[src/rtl/apb_pkg.sv]
// rtl/apb_pkg.sv - shared APB widths and requester state encoding
// Holds the default address/data widths used by the APB requester and the
// responder blocks on the same fabric, plus the requester FSM state type.
package apb_pkg;

  localparam int APB_ADDR_W = 8;
  localparam int APB_DATA_W = 8;

  typedef enum logic [1:0] {
    IDLE   = 2'd0,
    SETUP  = 2'd1,
    ACCESS = 2'd2
  } apb_state_t;

endpackage

[src/rtl/apb_master.sv]
// rtl/apb_master.sv - APB requester: single read/write commands sequenced through SETUP/ACCESS
// Optional feature macro: APB_MASTER_TIMEOUT_EN (ACCESS wait-state timeout with error response).
// Ports:
//   pclk, presetn                    clock, asynchronous active-low reset
//   cmd_valid/cmd_ready              command handshake
//   cmd_write, cmd_addr, cmd_wdata   command fields (sampled only on accept)
//   rsp_valid                        one-cycle completion strobe
//   rsp_rdata                        read data of the last completed read (0 after an abort)
//   rsp_err                          completion was a timeout abort (0 unless the macro is defined)
//   paddr, pwdata, pwrite            APB address/data/direction, held from SETUP to end of ACCESS
//   pselx, penable                   APB select/enable
//   prdata, pready                   APB read data and wait-state control
module apb_master
  import apb_pkg::*;
#(
  parameter int ADDR_W = APB_ADDR_W,
  parameter int DATA_W = APB_DATA_W
`ifdef APB_MASTER_TIMEOUT_EN
  ,
  parameter int TIMEOUT_CYCLES = 16
`endif
) (
  input  logic              pclk,
  input  logic              presetn,
  input  logic              cmd_valid,
  output logic              cmd_ready,
  input  logic              cmd_write,
  input  logic [ADDR_W-1:0] cmd_addr,
  input  logic [DATA_W-1:0] cmd_wdata,
  output logic              rsp_valid,
  output logic [DATA_W-1:0] rsp_rdata,
  output logic              rsp_err,
  output logic [ADDR_W-1:0] paddr,
  output logic [DATA_W-1:0] pwdata,
  output logic              pwrite,
  output logic              pselx,
  output logic              penable,
  input  logic [DATA_W-1:0] prdata,
  input  logic              pready
);

  apb_state_t state;

`ifdef APB_MASTER_TIMEOUT_EN
  localparam int CNT_W = $clog2(TIMEOUT_CYCLES + 1);
  localparam logic [CNT_W-1:0] CNT_LIMIT = CNT_W'(TIMEOUT_CYCLES);

  logic [CNT_W-1:0] wait_cnt;
  logic [CNT_W-1:0] wait_cnt_next;
  logic             err_q;

  assign wait_cnt_next = wait_cnt + CNT_W'(1);
  assign rsp_err       = err_q;
`else
  assign rsp_err = 1'b0;
`endif

  always_ff @(posedge pclk or negedge presetn) begin
    if (!presetn) begin
      state     <= IDLE;
      cmd_ready <= 1'b1;
      pselx     <= 1'b0;
      penable   <= 1'b0;
      paddr     <= '0;
      pwdata    <= '0;
      pwrite    <= 1'b0;
      rsp_valid <= 1'b0;
      rsp_rdata <= '0;
`ifdef APB_MASTER_TIMEOUT_EN
      wait_cnt  <= '0;
      err_q     <= 1'b0;
`endif
    end else begin
      // Completion strobe and its error flag only live for one cycle.
      rsp_valid <= 1'b0;
`ifdef APB_MASTER_TIMEOUT_EN
      err_q     <= 1'b0;
`endif
      case (state)
        IDLE: begin
          if (cmd_valid && cmd_ready) begin
            paddr     <= cmd_addr;
            pwdata    <= cmd_wdata;
            pwrite    <= cmd_write;
            pselx     <= 1'b1;
            penable   <= 1'b0;
            cmd_ready <= 1'b0;
            state     <= SETUP;
          end
        end

        SETUP: begin
          penable  <= 1'b1;
`ifdef APB_MASTER_TIMEOUT_EN
          wait_cnt <= '0;
`endif
          state    <= ACCESS;
        end

        ACCESS: begin
          if (pready) begin
            if (!pwrite) begin
              rsp_rdata <= prdata;
            end
            rsp_valid <= 1'b1;
            pselx     <= 1'b0;
            penable   <= 1'b0;
            cmd_ready <= 1'b1;
            state     <= IDLE;
          end
`ifdef APB_MASTER_TIMEOUT_EN
          // The cycle that would bring the count to the limit is the last
          // one we wait; without pready there the transfer is abandoned.
          else if (wait_cnt_next == CNT_LIMIT) begin
            rsp_rdata <= '0;
            rsp_valid <= 1'b1;
            err_q     <= 1'b1;
            pselx     <= 1'b0;
            penable   <= 1'b0;
            cmd_ready <= 1'b1;
            state     <= IDLE;
          end else begin
            wait_cnt <= wait_cnt_next;
          end
`endif
        end

        default: begin
          pselx     <= 1'b0;
          penable   <= 1'b0;
          cmd_ready <= 1'b1;
          state     <= IDLE;
        end
      endcase
    end
  end

endmodule
[config.mk]
export PLATFORM = sky130hd
export DESIGN_NAME = apb_master
export DESIGN_NICKNAME = d
export VERILOG_FILES = /design/src/rtl/apb_pkg.sv /design/src/rtl/apb_master.sv
export SDC_FILE = /design/constraint.sdc
export NUM_CORES = 1
export LEC_CHECK = 0
export CAP_MARGIN = 20
export CORE_UTILIZATION = 37
export CTS_BUF_LIST = sky130_fd_sc_hd__clkbuf_4 sky130_fd_sc_hd__clkbuf_8
export CTS_CLUSTER_DIAMETER = 80
export CTS_CLUSTER_SIZE = 30
export DETAILED_ROUTE_END_ITERATION = 8
export PLACE_DENSITY_LB_ADDON = 0.1
export RECOVER_POWER = 50
export SKIP_LAST_GASP = 1
export SLEW_MARGIN = 10
export SYNTH_ARGS = -nofsm -noshare
export SYNTH_HDL_FRONTEND = slang
export SYNTH_SLANG_ARGS = --single-unit
[constraint.sdc]
create_clock -name pclk -period 1.4 [get_ports pclk]
set_input_delay 0.28 -clock pclk [delete_from_list [all_inputs] [get_ports pclk]]
set_output_delay 0.28 -clock pclk [all_outputs]
set_load 0.1 [all_outputs]
Word level (Yosys, flattened, before mapping):

Index checks and enable logic that the tools add are counted.
Widths: inputs -> output; s select.

* flip-flop bits (word level): 31
* input port bits: 29
* output and inout bits: 30
* word-level logic and storage cells: 33

* eq/ne operators: 4
* muxes and demuxes: 12
* bitwise logic cells: 2
* reductions and logical operators: 6

Operator list (count)
* $pmux 1 s3: 3
* $mux 1: 6
* $pmux 2 s3: 1
* $reduce_and 3->1: 2
* $mux 2: 2
* $ne 2x2->1 const B: 2
* $reduce_and 2->1: 2
* $eq 2x1->1 const B: 1
* $eq 2x2->1 const B: 1
* $logic_not 2->1: 1
* $not 1->1: 2
* $logic_and 1x1->1: 1

Longest topological paths before layout:

Gate-level depths: netlist (run 1).

* depth after elaboration: 3
* mapped depth: 5
* depth with buffers taken out: 3

Least setup slack after synthesis (run 1):

OpenSTA, ideal clock, no wires.

* path kind: reg2reg
* from: register cmd_ready
* to: register paddr[3]
* setup time: 0.126 ns
* data arrival time: 1.826 ns
* data required time: 1.274 ns
* path slack: -0.552 ns
* cell stages (with the launch flop): 5
* buffers on the path: 2
* period minus slack after synthesis: 1.952 ns
* cells stage by stage: dfstp_2 -> nor4bb_1 -> buf_4 -> buf_12 -> mux2_4

* longest elaborated chain between the ends: 2

Ends and longest elaborated chain
* start: declaration: line apb_master.sv:26 `output logic cmd_ready,`
* start signal: assignment: line apb_master.sv:61 `cmd_ready <= 1'b1;`
* start signal: assignment: line apb_master.sv:87 `cmd_ready <= 1'b0;`
* start signal: assignment: line apb_master.sv:108 `cmd_ready <= 1'b1;`
* $logic_and 1x1->1: line apb_master.sv:81 `if (cmd_valid && cmd_ready) begin`
* $reduce_and 2->1 (no source line)
* end signal: assignment: line apb_master.sv:82 `paddr <= cmd_addr;`
* end: declaration: line apb_master.sv:33 `output logic [ADDR_W-1:0] paddr,`

No other way between the ends.
A chain may end at the register's enable or synchronous reset.

Worst setup path after layout (run 1):

* from: register cmd_ready
* to: register pwdata[6]

* longest elaborated chain between the ends: 2

Ends and longest elaborated chain
* $logic_and 1x1->1: line apb_master.sv:81
* $reduce_and 2->1 (no source line)
* end signal: assignment: line apb_master.sv:83 `pwdata <= cmd_wdata;`
* end: declaration: line apb_master.sv:34 `output logic [DATA_W-1:0] pwdata,`

No other way between the ends.

==> results.txt, run 1 <==
Status: finished with violations
Failing checks: setup timing
Worst skew pair latency: 0.31 ns
CP max stage cell: dfstp_4
Hold Vio Cnt, Final: 0
Area of placed instances: 0.00220 mm^2
Achievable frequency: 0.661 GHz
Internal: 1200 uW
Synth unique cells: 17
Die Width: 59.5 um
Initial antenna violation count: 0
CP startpoint: cmd_ready
Maximum vdd ir drop: 412 uV
Num CTS Buffers: 5
R2r endpoint: pwdata[6]
Reg2reg start: cmd_ready
Worst Skew: 0.00513 ns
Largest net degree at the start of global routing: 31
Vias in the first global route: 923
DR iter-0 viols: 21
RSZ-0062 raised after global routing: yes
Post-CTS Setup Bufs: 0
Leading area contributor after synthesis: dfrtp_1
Total of max-cap violations: 0
Worst Setup Path Type: reg -> reg
Die Ht: 59.5 um
Power share of the clock group: 35.1%
DP HPWL: 2030 um
HP Class: in -> async
Fin crit period: 1.51 ns
Slowest cell delay on critical path: 0.62 ns
Maximum clock insertion buffer count: 2
1st-pass router iterations: 3
CTS sink count: 30
Total GRT Usage: 17.3%
WP data arrival: 1.71 ns
Max-slew headroom: 50.8%
Psw: 316 uW
Combinational power share: 7.7%
Avg WL per Cell: 14.3 um
Syn Inst Count: 72
Nets: 169
Syn_nets: 101
Period utilization: 108%
Pwr Total: 1510 uW
Fin area: 0.00226 mm^2
Final setup viols: 19
CORE AREA: 0.00310 mm^2
Final GP Congestion: 0.753
Die area: 0.00354 mm^2
Drc violations: 0
Switching share of power: 20.9%
# rows: 20
Seq/Total Area, Yosys: 61.4%
Critical Path Start Type: flop
Fillers: 230
Final WS setup: -0.112 ns
CP Cell Sequence: nor4bb_4 > buf_6 > mux2_2
Initial core utilization: 39.5%
Flop pwr share: 57.2%
Routed WL: 2640 um
Slew @ Worst Pin: 0.737 ns
Area grow syn2layout: 84.2%
Yosys reg bits: 30
CTS H-tree lvls: 2
DR vias: 839
Largest fanout on the critical path: 11
Worst r2r path cells: 3
Worst reg2reg setup slack: -0.11 ns
Warnings, synthesis: 0
Vias per cell: 4.54
WP data required: 1.60 ns
Port buffer count: 57
GR Overflow Total: 0
CTS tree: yes
Share of cells above drive strength 1: 53.9%
Top cell type's share of synthesized area: 59.2%
Leak pwr: 0.00103 uW
Critical path endpoint category: flop
Clock root cell: clkbuf_4
Max-slew violation count: 0
First-pass GRT wire length: 4370 um
Antenna diode count: 0
Mean Syn Cell Area: 17.0 um^2
Synth area leaders: dfrtp_1, mux2_4, mux2_2
Ports: 59
Power Density: 671 mW/mm^2
Reg clk slew, reported paths: 0.09 ns
Antenna-violating nets left: 0
Mapped Area: 0.00122 mm^2
Number of hold buffers added after cts: 0
## what timing repair did
item,in CTS,in global routing
pin swaps,0,0
endpoints found under the setup margin,20,27
hold endpoints to repair,0,0
gates resized for setup,2,0
## placed cells by master (no fill, tap or decap), drive strengths merged
cell type / instances
inv: 1
nor2: 2
nor2b: 1
o21ai: 1
dfrtp: 29
dfstp: 1
conb: 1
nand2b: 1
nor4bb: 1
buf: 36
dlygate4sd3: 1
nor3: 1
a21oi: 2
clkbuf: 9
clkdlybuf4s50: 27
and3b: 1
mux2: 26
## worst max-delay path: cells and delay by family (launching register included)
family / cells / cell delay, ns
flip-flops: 1 / 0.62
multiplexers: 1 / 0.34
buffers and inverters: 1 / 0.20
AND/OR/NAND/NOR: 1 / 0.24
## flip-flops by register name, indices dropped and copies added, names as in the netlist
register   cells
paddr          8
pwrite         1
cmd_ready      1
rsp_rdata      8
state          1
rsp_valid      1
pwdata         8
penable        1
pselx          1
## through the flow
step	worst slack (ns)	std cells	util, %	TNS [ns]	hold WS [ns]
6_report	-0.112	185	72.7	-1.76	0.559
5_1_grt	-0.167	185	72.7	-3.06	0.557
4_1_cts	-0.143	185	73.2	-2.25	0.326
3_5_place_dp	-0.400	177	71.0	-8.84	0.559
3_3_place_gp	-0.363	177	71.0	-8.33	0.557
2_1_floorplan	-0.380	72	-	-6.88	-0.0156
## cells by family after synthesis
| kind of cell | share of synthesized area [%] |
|---|---|
| buffers and inverters | 4.09 |
| other | 0.306 |
| flip-flops | 61.4 |
| multiplexers | 28.8 |
| AO/OA/AOI/OAI | 1.23 |
| AND/OR/NAND/NOR | 4.19 |
## how the worst max path moves through the flow
stage | slack [ns] | endpoint | depth (start not counted)
6_report | -0.11 | pwdata[6] | 3
5_1_grt | -0.17 | pwdata[4] | 3
4_1_cts | -0.14 | pwdata[6] | 3
3_5_place_dp | -0.40 | pwdata[6] | 4
3_3_place_gp | -0.36 | pwrite | 4
2_1_floorplan | -0.38 | paddr[3] | 4
## layout make-up
type | count | area (um^2) | area share (%)
tap | 44 | 55.1 | 2.44
multi-input combinational | 37 | 438 | 19.4
sequential | 30 | 761 | 33.7
timing repair buffer | 65 | 938 | 41.6
inverter | 1 | 3.75 | 0.166
clock buffer | 8 | 60.1 | 2.66
## synthesized netlist by cell type (all sizes together)
library cell and n:
inv 1, and3b 1, nand2b 1, o21ai 1
conb 1, dfstp 1, nor4bb 1, dfrtp 29
buf 4, nor2b 1, nor2 2, a21oi 2
mux2 26, nor3 1
## routing by layer
metal | share of wire [%] | wire (um) | vias up | global-route usage [%]
met2 | 50 | 1320 | 41 | 27.8
met3 | 8.5 | 224 | 5 | 5.90
met1 | 40 | 1060 | 413 | 20.5
met5 | 0 | 0 | - | 0
met4 | 1.6 | 42 | 0 | 8.97
li1 | - | - | 380 | -
## power groups by stage
| stage | clock (uW) | combinational [uW] | sequential, uW |
|---|---|---|---|
| floorplan | 0 | 18.6 | 883 |
| global placement | 0 | 121 | 883 |
| detailed placement | 0 | 125 | 883 |
| CTS | 550 | 126 | 866 |
| global route | 597 | 126 | 866 |
| finish | 531 | 117 | 866 |
Power figures use the tool's default switching activity.
==> run 2: changes to the inputs <==
Settings changed: TNS_END_PERCENT set to 5.
==> run 2 against run 1 <==
Effect of this change:
- the flow still finishes with violations (setup timing)
- register-to-register slack got worse by 0.06 ns
- critical path depth rose by 1
- die area did not move
- hold slack got worse by 0.013 ns
- sequential power barely moved
- global-route usage fell by 0.49 points
- maximum frequency fell by 3.8%
- count of clock-buffer cells in the layout fell by 1
- power rose by 0.68%
- via count fell by 1.9%
- largest cell class unchanged
- largest power group unchanged
==> results.txt, run 2 (synthesis results as in run 1) <==
Vias per cell: 4.42 (was 4.54)
Maximum vdd ir drop: 680 uV (was 412 uV)
Final setup viols: 26 (was 19)
Total of max-cap violations: 0 (unchanged)
Reg clk slew, reported paths: 0.09 ns (about the same)
Avg WL per Cell: 14.7 um (was 14.3 um)
RSZ-0062 raised after global routing: yes (unchanged)
Worst Skew: 0.0133 ns (was 0.00513 ns)
Status: finished with violations (unchanged)
Clock root cell: clkbuf_4 (unchanged)
Combinational power share: 7.7% (about the same)
DR iter-0 viols: 10 (was 21)
Commonest non-fill, non-tap cell in the layout: buf_12 (unchanged)
Most frequent cells in the layout: buf_12, dfrtp_1, clkdlybuf4s50_1, mux2_4, clkbuf_4 (was buf_12, clkdlybuf4s50_1, dfrtp_1, mux2_4, mux2_2)
Period utilization: 112% (was 108%)
Initial antenna violation count: 0 (unchanged)
Nets: 170 (was 169)
DR vias: 823 (was 839)
Fin crit period: 1.57 ns (was 1.51 ns)
Grt met3 use: 5.90% (unchanged)
Fin area: 0.00229 mm^2 (was 0.00226 mm^2)
Vias in the first global route: 842 (was 923)
Max-slew headroom: 51.8% (was 50.8%)
Routed WL: 2740 um (was 2640 um)
Psw: 321 uW (was 316 uW)
GRT Max-Usage Layer: met2 (unchanged)
Num CTS Buffers: 5 (unchanged)
Max-slew violation count: 0 (unchanged)
WP data required: 1.61 ns (was 1.60 ns)
Largest net degree at the start of global routing: 31 (unchanged)
CTS H-tree lvls: 2 (unchanged)
Switching share of power: 21.1% (was 20.9%)
DP HPWL: 2060 um (was 2030 um)
Initial core utilization: 39.5% (unchanged)
HP Class: in -> async (unchanged)
Port buffer count: 57 (unchanged)
Hold slack: 0.546 ns (was 0.559 ns)
GR Overflow Total: 0 (unchanged)
Antenna diode count: 0 (unchanged)
M2 GR Usage: 28.4% (was 27.8%)
WP data arrival: 1.78 ns (was 1.71 ns)
Critical path endpoint category: flop (unchanged)
Hold Vio Cnt, Final: 0 (unchanged)
Pre-CTS setup slack: -0.448 ns (was -0.400 ns)
Dpl cells: 176 (was 177)
Number of hold buffers added after cts: 0 (unchanged)
Maximum clock insertion buffer count: 2 (unchanged)
Met1 GRT Util: 18.9% (was 20.5%)
Flop pwr share: 56.8% (was 57.2%)
CORE AREA: 0.00310 mm^2 (unchanged)
Power share of the clock group: 35.4% (was 35.1%)
Power Density: 665 mW/mm^2 (was 671 mW/mm^2)
Share of cells above drive strength 1: 53.5% (was 53.9%)
Drc violations: 0 (unchanged)
Internal: 1200 uW (about the same)
Total GRT Usage: 16.8% (was 17.3%)
First-pass GRT wire length: 4170 um (was 4370 um)
Antenna-violating nets left: 0 (unchanged)
Failing checks: setup timing (unchanged)
Largest fanout on the critical path: 8 (was 11)
Leak pwr: 0.00105 uW (was 0.00103 uW)
Critical Path Start Type: flop (unchanged)
Area grow syn2layout: 87.0% (was 84.2%)
Ports: 59 (unchanged)
Die Ht: 59.5 um (unchanged)
Die Width: 59.5 um (unchanged)
Cell Count, Final, Fillers Out: 186 (was 185)
Worst reg2reg setup slack: -0.17 ns (was -0.11 ns)
1st-pass router iterations: 4 (was 3)
Achievable frequency: 0.636 GHz (was 0.661 GHz)
Die area: 0.00354 mm^2 (unchanged)
Worst skew pair latency: 0.32 ns (was 0.31 ns)
Final GP Congestion: 0.665 (was 0.753)
CTS sink count: 30 (unchanged)
Slew @ Worst Pin: 0.722 ns (was 0.737 ns)
Regs by FF count: paddr (8), pwdata (8), rsp_rdata (8) (unchanged)
Area of placed instances: 0.00219 mm^2 (was 0.00220 mm^2)
Worst Setup Path Type: reg -> reg (unchanged)
# rows: 20 (unchanged)
CTS tree: yes (unchanged)
Final WS setup: -0.171 ns (was -0.112 ns)
[run 2: cell types whose count changed in the layout (fill, tap and decap cells not counted), moves of 2 or more]
| cell | change |
|---|---|
| buf_6 | -2 |
| buf_8 | +2 |
| mux2_2 | -6 |
| mux2_4 | +6 |
| clkbuf_4 | -2 |
[run 2: timing repair]
item / in CTS / in global routing
setup buffers: 0 / 1
endpoints found under the setup margin: 26 / 26
resized for setup: 2 / 8
cloned: 0 / 1
endpoints found under the hold margin: 0 / 0
[run 2: cell type report]
type | count | area [um^2]
Inverter | 1 | 3.75
Multi-Input combinational cell | 37 | 460
Clock buffer | 7 | 58.8
Clock inverter | 1 | 5.00
Sequential cell | 30 | 757
Timing Repair Buffer | 66 | 951
Fill cell | 233 | 812
Tap cell | 44 | 55.1
[run 2: routing by layer]
layer  vias to the layer above  share of wire [%]
met2                        37                 53
met4                         0                1.4
met3                         5                7.1
met5                         -                  0
met1                       400                 38
li1                        381                  -
[run 2: power groups by stage]
stage                     Clock [uW]  Combinational (uW)  Sequential (uW)
after floorplan                    0                18.6              883
after global placement             0                 121              883
after detailed placement           0                 125              883
after CTS                        563                 126              866
after global routing             598                 127              866
final                            540                 118              866
[run 2: critical path, stage by stage (launching register included)]
cell and delay [ns]:
dfstp_4 0.62, nor4bb_4 0.21, buf_4 0.18, buf_8 0.14
mux2_4 0.31
[run 2: path summary, 6_finish.rpt]
path	cells past startpoint	to	from
setup / recovery	4	paddr[5]	cmd_ready
hold / removal	2	rsp_rdata[6]	presetn
setup reg to reg	4	paddr[5]	cmd_ready
hold reg to reg	1	rsp_rdata[3]	rsp_rdata[3]
max in group asynchronous	2	penable	presetn
min in group pclk	2	paddr[4]	cmd_addr[4]
[run 2: stage by stage]
step | setup TNS, ns | total power, uW | utilization, %
finish | -2.90 | 1520 | 73.8
global route | -4.35 | 1590 | 73.8
detailed placement | -9.89 | 1010 | 70.6
global placement | -8.36 | 1000 | 70.6
floorplan | -7.73 | 902 | -
CTS | -2.99 | 1550 | 72.9
==> run 3: changes to the inputs <==
==> constraint.sdc (replaced) <==
create_clock -name pclk -period 1.4 [get_ports pclk]
set_input_delay 0.28 -clock pclk [delete_from_list [all_inputs] [get_ports pclk]]
set_output_delay 0.28 -clock pclk [all_outputs]
set_load 0.05 [all_outputs]
==> run 3 against run 2 <==
Effect of this change:
- the run still ends with setup timing left
- global-route usage is 1.9 points higher
- power is 0.56% lower
- first-iteration DRC count is 40% higher
- cell count is 1.6% higher
- clock skew is 0.0057 ns lower
- via count is 2.7% higher
- maximum frequency is 5.9% higher
- sequential share of layout area is 0.82 points lower
- combinational power is 5% lower
- sequential power hardly changed
- critical path type is now in -> reg
- critical endpoint is now pwdata[4]
==> results.txt, run 3 (synthesis results as in run 1) <==
Share of cells above drive strength 1: 53.8% (was 53.5%)
DR vias: 845 (was 823)
Met2 wire length: 1510 um (was 1460 um)
DP HPWL: 2090 um (was 2060 um)
Slew @ Worst Pin: 0.719 ns (was 0.722 ns)
Worst Skew: 0.00758 ns (was 0.0133 ns)
Switching share of power: 20.6% (was 21.1%)
Fin crit period: 1.48 ns (was 1.57 ns)
Area grow syn2layout: 90.5% (was 87.0%)
Num CTS Buffers: 5 (unchanged)
Worst skew pair latency: 0.31 ns (was 0.32 ns)
HP Class: in -> async (unchanged)
Achievable frequency: 0.674 GHz (was 0.636 GHz)
CP max stage cell: clkdlybuf4s50_1 (was dfstp_4)
Critical Path Start Type: primary input (was flop)
Kind of cell adding the most delay to the critical path: buffers and inverters (was flip-flops)
Met3 wire length: 198 um (was 195 um)
Worst Setup Path Type: in -> reg (was reg -> reg)
1st-pass router iterations: 4 (unchanged)
GR Overflow Total: 0 (unchanged)
Worst r2r path cells: 4 (unchanged)
Die area: 0.00354 mm^2 (unchanged)
Commonest non-fill, non-tap cell in the layout: buf_12 (unchanged)
Final WS setup: -0.0835 ns (was -0.171 ns)
Regs by FF count: paddr (8), pwdata (8), rsp_rdata (8) (unchanged)
Slowest cell delay on critical path: 0.49 ns (was 0.62 ns)
Reg clk slew, reported paths: 0.09 ns (about the same)
Max-slew violation count: 0 (unchanged)
WP data required: 1.60 ns (was 1.61 ns)
Maximum vdd ir drop: 476 uV (was 680 uV)
Nets: 173 (was 170)
Vias in the first global route: 964 (was 842)
First-pass GRT wire length: 4730 um (was 4170 um)
Routed WL: 2950 um (was 2740 um)
Clock root cell: clkbuf_4 (unchanged)
CORE AREA: 0.00310 mm^2 (unchanged)
Pre-CTS setup slack: -0.411 ns (was -0.448 ns)
Leak pwr: 0.00107 uW (was 0.00105 uW)
Vias per cell: 4.47 (was 4.42)
Failing checks: setup timing (unchanged)
Die Width: 59.5 um (unchanged)
Status: finished with violations (unchanged)
CTS H-tree lvls: 2 (unchanged)
Avg WL per Cell: 15.6 um (was 14.7 um)
Power share of the clock group: 35.5% (was 35.4%)
Die Ht: 59.5 um (unchanged)
# rows: 20 (unchanged)
DR iter-0 viols: 14 (was 10)
Pwr Total: 1520 uW (about the same)
WL met1: 1220 um (was 1050 um)
WP data arrival: 1.68 ns (was 1.78 ns)
Max-slew headroom: 52.1% (was 51.8%)
CTS tree: yes (unchanged)
Internal: 1200 uW (about the same)
Psw: 313 uW (was 321 uW)
Final GP Congestion: 0.682 (was 0.665)
Drc violations: 0 (unchanged)
Maximum clock insertion buffer count: 2 (unchanged)
Critical path endpoint category: flop (unchanged)
Hold Vio Cnt, Final: 0 (unchanged)
WP depth: 5 (was 4)
Largest fanout on the critical path: 5 (was 8)
Final setup viols: 22 (was 26)
Number of hold buffers added after cts: 0 (unchanged)
CP bufs+invs: 3 (was 2)
Total GRT Usage: 18.7% (was 16.8%)
RSZ-0062 raised after global routing: yes (unchanged)
Ports: 59 (unchanged)
Highest metal used: met4 (unchanged)
Period utilization: 106% (was 112%)
Most frequent cells in the layout: buf_12, dfrtp_1, clkdlybuf4s50_1, mux2_4, clkbuf_4 (unchanged)
Total of max-cap violations: 0 (unchanged)
Combinational power share: 7.4% (was 7.7%)
Initial antenna violation count: 0 (unchanged)
Largest net degree at the start of global routing: 31 (unchanged)
Initial core utilization: 39.5% (unchanged)
Antenna-violating nets left: 0 (unchanged)
Port buffer count: 57 (unchanged)
Power Density: 649 mW/mm^2 (was 665 mW/mm^2)
Flop pwr share: 57.1% (was 56.8%)
Antenna diode count: 0 (unchanged)
CTS sink count: 30 (unchanged)
CP Cell Sequence: clkdlybuf4s50_1 > nor4bb_4 > buf_6 > buf_8 > mux2_4 (was nor4bb_4 > buf_4 > buf_8 > mux2_4)
## run 3: power groups by stage
stage | registers, uW | logic, uW | clock network (uW)
CTS | 866 | 119 | 553
global route | 866 | 121 | 599
finish | 866 | 112 | 537
global placement | 883 | 116 | 0
floorplan | 883 | 12.8 | 0
detailed placement | 883 | 117 | 0
## run 3: what timing repair did
action                                 CTS  global route
endpoints found under the hold margin    0             0
resized for setup                       10             8
setup endpoints to repair               18            27
gates cloned                             2             0
buffers inserted                         1             0
## run 3: area by class of cell
| cell class | instances | area [um^2] |
|---|---|---|
| Inverter | 1 | 3.75 |
| Tap cell | 44 | 55.1 |
| Sequential cell | 30 | 752 |
| Fill cell | 213 | 769 |
| Clock buffer | 7 | 58.8 |
| Clock inverter | 1 | 5.00 |
| Multi-Input combinational cell | 37 | 472 |
| Timing Repair Buffer | 69 | 987 |
## run 3: per-layer routing
metal / vias to the layer above / GRT usage [%]
li1: 390 / -
met1: 412 / 22.4
met2: 39 / 31.6
met3: 4 / 5.24
met4: 0 / 7.97
met5: - / 0
## run 3: per-stage QoR
stage / std cells / utilization [%] / setup TNS (ns) / cell area (um^2) / hold WS (ns)
after floorplan: 72 / - / -5.71 / 1220 / -0.0156
after global placement: 178 / 71.0 / -8.36 / 2200 / 0.556
after detailed placement: 178 / 71.0 / -9.51 / 2200 / 0.563
after CTS: 189 / 74.7 / -1.04 / 2320 / 0.314
after global routing: 189 / 75.2 / -2.28 / 2330 / 0.554
final: 189 / 75.2 / -1.18 / 2330 / 0.554
## run 3: final timing paths
| path | slack [ns] | to | start |
|---|---|---|---|
| setup / recovery | -0.08 | pwdata[4] | cmd_valid |
| hold / removal | 0.55 | rsp_rdata[7] | presetn |
| setup reg to reg | -0.08 | pwdata[4] | cmd_ready |
| hold reg to reg | 0.58 | paddr[2] | paddr[2] |
| max in group asynchronous | 0.38 | pwdata[1] | presetn |
| min in group pclk | 0.57 | rsp_rdata[6] | prdata[6] |
